===== config.mk =====
export PLATFORM = sky130hd
export DESIGN_NAME = cp0_int_ctrl
export DESIGN_NICKNAME = d
export VERILOG_FILES = /design/src/rtl/cp0_int_ctrl.sv
export SDC_FILE = /design/constraint.sdc
export NUM_CORES = 1
export LEC_CHECK = 0
export ABC_AREA = 1
export CAP_MARGIN = 0
export CORE_MARGIN = 1.5
export CORE_UTILIZATION = 32
export CTS_CLUSTER_DIAMETER = 120
export DETAILED_ROUTE_END_ITERATION = 8
export GPL_ROUTABILITY_DRIVEN = 0
export PLACE_DENSITY = 0.79
export SYNTH_ARGS = -nofsm -noshare
export SYNTH_HDL_FRONTEND = slang
export SYNTH_SLANG_ARGS = --single-unit

===== constraint.sdc =====
create_clock -name clk -period 1.2 [get_ports clk]
set_input_delay 0.12 -clock clk [delete_from_list [all_inputs] [get_ports clk]]
set_output_delay 0.12 -clock clk [all_outputs]
set_load 0.02 [all_outputs]

===== src/rtl/cp0_int_ctrl.sv =====
// cp0_int_ctrl
// Interrupt controller between Bridge-attached interrupt sources and the
// CP0 HWInt[5:0] input. Edge-type sources are latched, level-type sources
// are passed through live. All sources are masked by ENABLE and reduced by
// a fixed-priority encoder (bit 0 highest). A claim / end-of-interrupt
// handshake over a four-word register window keeps one source in service
// at a time; while a source is in service hw_int is held at 0.
//
// Ports:
//   clk      system clock
//   reset    asynchronous active-low reset
//   src_irq  raw device requests, synchronous to clk
//   rd_en    Bridge read strobe for this window
//   wr_en    Bridge write strobe for this window
//   addr     word offset: 0 ENABLE, 1 PENDING, 2 CLAIM, 3 EOI
//   wdata    write data
//   rdata    combinational read data for the current addr
//   hw_int   interrupt lines to CP0 HWInt (unused bits driven 0)
//   busy     1 while a source is in service
module cp0_int_ctrl #(
    parameter int               N_SRC     = 6,
    parameter logic [5:0]       EDGE_MASK = 6'b000011
) (
    input  logic             clk,
    input  logic             reset,
    input  logic [N_SRC-1:0] src_irq,
    input  logic             rd_en,
    input  logic             wr_en,
    input  logic [1:0]       addr,
    input  logic [31:0]      wdata,
    output logic [31:0]      rdata,
    output logic [5:0]       hw_int,
    output logic             busy
);

    typedef enum logic {
        IDLE_ST    = 1'b0,
        SERVICE_ST = 1'b1
    } state_t;

    localparam logic [1:0] A_ENABLE  = 2'd0;
    localparam logic [1:0] A_PENDING = 2'd1;
    localparam logic [1:0] A_CLAIM   = 2'd2;
    localparam logic [1:0] A_EOI     = 2'd3;

    localparam logic [N_SRC-1:0] EDGE_S = EDGE_MASK[N_SRC-1:0];

    // Lowest set index wins; returns 0 for an empty vector (caller checks valid).
    function automatic logic [2:0] prio_id(input logic [N_SRC-1:0] v);
        logic [2:0] id;
        id = 3'd0;
        for (int i = N_SRC - 1; i >= 0; i--) begin
            if (v[i]) begin
                id = 3'(i);
            end else begin
                id = id;
            end
        end
        return id;
    endfunction

    state_t             state_r;
    logic [N_SRC-1:0]   enable_r;
    logic [N_SRC-1:0]   latch_r;
    logic [N_SRC-1:0]   prev_r;
    logic [2:0]         in_service_id_r;

    logic [N_SRC-1:0]   pending_s;
    logic [N_SRC-1:0]   eligible_s;
    logic [N_SRC-1:0]   set_s;
    logic [N_SRC-1:0]   clr_s;
    logic [N_SRC-1:0]   claim_onehot_s;
    logic [5:0]         eligible6_s;
    logic [2:0]         id_s;
    logic               valid_s;
    logic               claim_ok_s;
    logic               eoi_wr_s;
    logic               unused_wdata_s;

    // Only the low N_SRC write-data bits carry meaning.
    assign unused_wdata_s = ^wdata;

    // Pending, eligibility, priority selection and claim/clear decode.
    always_comb begin
        pending_s      = (latch_r & EDGE_S) | (src_irq & ~EDGE_S);
        eligible_s     = pending_s & enable_r;
        valid_s        = |eligible_s;
        id_s           = prio_id(eligible_s);
        claim_ok_s     = rd_en && (addr == A_CLAIM) && (state_r == IDLE_ST) && valid_s;
        eoi_wr_s       = wr_en && (addr == A_EOI);
        set_s          = src_irq & ~prev_r & EDGE_S;
        claim_onehot_s = '0;
        if (claim_ok_s) begin
            claim_onehot_s[id_s] = 1'b1;
        end else begin
            claim_onehot_s = '0;
        end
        clr_s = claim_onehot_s;
        if (wr_en && (addr == A_PENDING)) begin
            clr_s = clr_s | wdata[N_SRC-1:0];
        end else begin
            clr_s = claim_onehot_s;
        end
        eligible6_s = 6'd0;
        eligible6_s[N_SRC-1:0] = eligible_s;
    end

    // Outputs to CP0: live eligible set in IDLE, silenced while in service.
    always_comb begin
        busy = (state_r == SERVICE_ST);
        if (state_r == IDLE_ST) begin
            hw_int = eligible6_s;
        end else begin
            hw_int = 6'd0;
        end
    end

    // Register window read mux; reflects pre-write state on simultaneous rd/wr.
    always_comb begin
        rdata = 32'd0;
        case (addr)
            A_ENABLE:  rdata[N_SRC-1:0] = enable_r;
            A_PENDING: rdata[N_SRC-1:0] = pending_s;
            A_CLAIM: begin
                if ((state_r == IDLE_ST) && valid_s) begin
                    rdata = {1'b1, 28'd0, id_s};
                end else begin
                    rdata = 32'd0;
                end
            end
            A_EOI:     rdata = {29'd0, in_service_id_r};
            default:   rdata = 32'd0;
        endcase
    end

    // ENABLE register.
    always_ff @(posedge clk or negedge reset) begin
        if (!reset) begin
            enable_r <= '0;
        end else if (wr_en && (addr == A_ENABLE)) begin
            enable_r <= wdata[N_SRC-1:0];
        end else begin
            enable_r <= enable_r;
        end
    end

    // Edge detector history and edge latches; a new edge beats a clear.
    always_ff @(posedge clk or negedge reset) begin
        if (!reset) begin
            prev_r  <= '0;
            latch_r <= '0;
        end else begin
            prev_r  <= src_irq;
            latch_r <= ((latch_r & ~clr_s) | set_s) & EDGE_S;
        end
    end

    // Claim / EOI service FSM.
    always_ff @(posedge clk or negedge reset) begin
        if (!reset) begin
            state_r         <= IDLE_ST;
            in_service_id_r <= 3'd0;
        end else begin
            case (state_r)
                IDLE_ST: begin
                    if (claim_ok_s) begin
                        in_service_id_r <= id_s;
                        state_r         <= SERVICE_ST;
                    end else begin
                        state_r         <= IDLE_ST;
                    end
                end
                SERVICE_ST: begin
                    if (eoi_wr_s) begin
                        state_r <= IDLE_ST;
                    end else begin
                        state_r <= SERVICE_ST;
                    end
                end
                default: begin
                    state_r <= IDLE_ST;
                end
            endcase
        end
    end

endmodule


======== Word level (Yosys, flattened, before mapping) ========
Cells that the tools add are included.
word-level totals
  word-level logic and storage cells ...... 47
  flip-flop bits (word level) ............. 14
  output and inout bits ................... 39
operators by class
  eq/ne operators ......................... 3
  muxes and demuxes ....................... 17
  magnitude comparators ................... 2
  bitwise logic cells ..................... 9
  reduce and logical (&&, ||, !) cells .... 11
operators by type and width
  kind                  count
  $mux W32              1
  $mux W26              1
  $pmux W6 S4           1
  $mux W3               6
  $logic_and A1 B1 Y1   8
  $and A6 B6 Y6         1
  $mux W6               1
  $or A2 B6 Y6          1
  $reduce_or A6 Y1      1
  $and A2 B2 Y2         2
  $eq A2 B2 Y1 const B  2
  $lt A3 B4 Y1 const B  1
  $mux W2               2
  $not A2 Y2            2
  $or A2 B2 Y2          2
  $demux W1 S3          1
  $ge A3 B1 Y1 const B  1
  $mux W1               3
  $eq A2 B1 Y1 const B  1
  $logic_not A2 Y1      1
  $pmux W1 S2           1
  $reduce_and A2 Y1     1
  $not A1 Y1            1

======== Longest topological paths before layout ========
  word-level depth ........................ 18
  gate-level depth with buffers ........... 10

======== Least setup slack after synthesis ========
Ideal clock, no wire load.
  path kind ............................... register to output
  start ................................... register state_r (netlist: busy)
  end ..................................... output rdata[0]
  cell stages (with the launch flop) ...... 7
  buffers on the path ..................... 1
  path slack .............................. -0.262 ns
  data arrival time ....................... 1.342 ns
  cell sequence ........................... dfrtp_1 > buf_2 > inv_1 > nand3_1 > a21oi_2 > nand3_1 > nand4_1
on the way
  word-level cells in the longest chain between the ends .. 4
RTL lines
  item                      RTL line  text
  start: declaration        62        state_t state_r;
  start signal: assignment  161       state_r <= IDLE_ST;
  start signal: assignment  168       state_r <= SERVICE_ST;
  start signal: assignment  170       state_r <= IDLE_ST;
  $not A1 Y1 (no line)      --
  $logic_and A1 B1 Y1       125       if ((state_r == IDLE_ST) && valid_s) begin
  $mux W32                  125
  $pmux W6 S4               121       case (addr)
  end: declaration          31        output logic [31:0] rdata,
No other way between the ends.

======== Final worst setup path ========
  start ................................... register enable_r[3]
  end ..................................... output rdata[1]
on the way
  word-level cells in the longest chain between the ends .. 7
  elaborated cells on any way between the ends .. 9
  those cells by class .................... mux: 6; bitwise: 1; reduce/logical: 2
RTL lines
  item                      RTL line  text
  start: declaration        63        logic [N_SRC-1:0] enable_r;
  start signal: assignment  141       enable_r <= wdata[N_SRC-1:0];
  start signal: assignment  143       enable_r <= enable_r;
  $and A6 B6 Y6 *           86        eligible_s = pending_s & enable_r;
  $mux W3 (4 in series)     53        if (v[i]) begin
  $mux W32 *                125
  $pmux W6 S4 *             121
Every way passes the cells marked *; elsewhere a longest branch is shown, timed or not.

==> flow_summary.json <==
{
  "numCtsBuffers": 3,
  "fin_skew_ns": 0.004703,
  "layout_commonest_cell": "buf_4",
  "synth_top_area_share_pct": 34.44,
  "ys_top_cells_by_area": "dfrtp_1 34%, buf_4 18%, nand2_1 15%",
  "worstPathArrival_ns": 1.43,
  "postCtsHoldBufs": 0,
  "grt.met2_usage_pct": 27.79,
  "slowest_stage": "dfrtp_1",
  "die_y_um": 59.38,
  "clock-sinks": 14,
  "synthCells": 131,
  "muxShareOfSynthArea_pct": 4.428,
  "synth.ff_latch_count": 14,
  "synth_compound_area_share_pct": 11.19,
  "clock_path_buffers": 2,
  "grt_pass1_wl_um": 4098,
  "chipWidth_um": 59.38,
  "final_cell_mix": "30 x buf_4, 26 x nand2_1, 25 x conb_1",
  "synth.distinct_cells": 23,
  "tns_ns": -2.299,
  "core.rowCount": 20,
  "rsz0062_at_grt": "yes",
  "cp-end-kind": "output pin",
  "synth_top_family_by_area": "simple AND/OR/NAND/NOR gates",
  "wl_per_cell_um": 11.15,
  "drt_iter0_drc": 21,
  "boundaryPins": 83,
  "met3_usage_pct": 1.965,
  "fin_crit_ns": 1.547,
  "first_global_vias": 927,
  "yosys_warnings": 0,
  "clkLatencyLatePin_ns": 0.28,
  "power_mw": 2.286,
  "fill_cells": 286,
  "crit_family": "simple AND/OR/NAND/NOR gates",
  "drive_above_1_share_pct": 50.25,
  "cp_max_fo": 3,
  "layout_worst_path_cycle_share_pct": 129.0,
  "num_antenna_cells": 0,
  "ir_drop_uv": 650.8,
  "synth-seq-area-share_pct": 34.44,
  "setup_violations": 19,
  "final-hold-violation-count": 0,
  "multiInputGateArea_sq_um": 679.4,
  "syn_avg_cell_area_sq_um": 7.765,
  "grt_use_total_pct": 16.00,
  "cts_tree": "yes",
  "wl_um": 2732,
  "vias": 1009,
  "synth_simple_gate_area_share_pct": 26.20,
  "fmax_ghz": 0.6462,
  "seqCellArea_sq_um": 351.6,
  "synth_area_sq_um": 1017,
  "fin_nets": 246,
  "p_leak_nw": 0.8864,
  "root_buffer": "clkbuf_4",
  "min-delay-path-class": "input pin to async pin",
  "drcViolationCount": 0,
  "initial_utilization_pct": 33.60,
  "drv_cap": 0,
  "grt-ovfl-total": 0,
  "core_sq_um": 3028,
  "drv_slew": 0,
  "path_class": "flip-flop to output pin",
  "setup_slack_ns": -0.3474,
  "power_density_nw_per_um2": 1277,
  "synth_area_leader_cell": "dfrtp_1",
  "vias_per_cell": 4.118,
  "status": "finished, violations left",
  "cts.clk_slew.worst_paths_ns": 0.09,
  "syn_to_final_growth_pct": 76.01,
  "dr.pass1.iters": 4,
  "busiest_layer": "met2",
  "dieArea_sq_um": 3526,
  "path_buf_inv": 1,
  "final_util_pct": 59.13,
  "startpoint_type": "flip-flop",
  "synth-xor-area-share_pct": 0,
  "htree_levels": 1,
  "critical_path.max_stage_delay_ns": 0.36,
  "path_cells": "nand2_2 -> nand2_4 -> nor2_4 -> a21oi_4 -> nand2_1 -> nand4_1 -> buf_2",
  "ant_nets": 0,
  "violations": "negative setup slack",
  "io_buffers": 31,
  "antenna_found_initial": 0,
  "hpwl_um": 1866,
  "grt_max_degree": 15,
  "grt_util_met1_pct": 19.62,
  "worstPathRequired_ns": 1.08,
  "synth-adder-area-share_pct": 0
}
[flip-flops by register name, summed over array words and instances, names as in the netlist]
| signal | count |
|---|---|
| latch_r | 2 |
| prev_r | 2 |
| enable_r | 6 |
| in_service_id_r | 3 |
| busy | 1 |
[cell usage after synthesis, drive strengths merged]
library cell	count
mux2	4
nand4	4
conb	1
o21bai	1
o21ai	6
inv	12
nor2	9
buf	26
nand3	3
o2111ai	1
a22o	3
dfrtp	14
nand2	44
a21oi	3
[logic make-up after synthesis]
| logic type | after synthesis |
|---|---|
| AOI/OAI and AO/OA | 14 |
| buffers and inverters | 38 |
| DFF | 14 |
| muxes | 4 |
| other | 1 |
| and+or+nand+nor | 60 |
[path summary, 6_finish.rpt]
path	to	slack, ns	start	cells past startpoint
worst min register to register	latch_r[0]	0.48	prev_r[0]	3
worst min-delay path	prev_r[0]	0.14	reset	2
worst max register to register	latch_r[1]	-0.09	enable_r[4]	8
min in group clk	prev_r[0]	0.30	src_irq[0]	1
max in group asynchronous	busy	0.88	reset	2
worst max-delay path	rdata[1]	-0.35	enable_r[3]	7
[layout make-up]
type | instances | share of cell area [%]
tap | 44 | 3.075
clock buffer | 4 | 1.468
timing repair buffer | 68 | 35.22
inverter | 12 | 2.655
sequential | 14 | 19.64
multi-input combinational | 103 | 37.95
[what timing repair did]
item                                    4_1_cts  5_1_grt
endpoints found under the setup margin       23       19
pin swaps                                    13       12
setup buffers                                11        6
gates resized for setup                     112       20
[through the flow]
step | setup WS [ns] | cell area (sq um) | instances | hold WS (ns)
floorplan | -0.1289 | 1144 | 155 | -0.1756
global placement | -0.7484 | 1505 | 230 | 0.4451
detailed placement | -0.7659 | 1505 | 230 | 0.4452
CTS | -0.3497 | 1717 | 244 | 0.1320
global route | -0.4386 | 1790 | 245 | 0.1604
finish | -0.3474 | 1790 | 245 | 0.1389
[layer usage]
| layer | up-vias | share of wire (%) |
|---|---|---|
| met3 | 4 | 3.8 |
| met1 | 465 | 42 |
| met5 | - | 0 |
| met2 | 32 | 53 |
| li1 | 508 | - |
| met4 | 0 | 1.2 |
[report_power, final]
group | internal (mW) | switching (mW) | total [mW] | leakage (nW)
Combinational | 0.677 | 0.685 | 1.36 | 0.705
Clock | 0.129 | 0.151 | 0.280 | 0.0150
Sequential | 0.574 | 0.0700 | 0.644 | 0.166
Total | 1.38 | 0.906 | 2.29 | 0.886
Note: power is estimated with default switching activity, not from simulation.
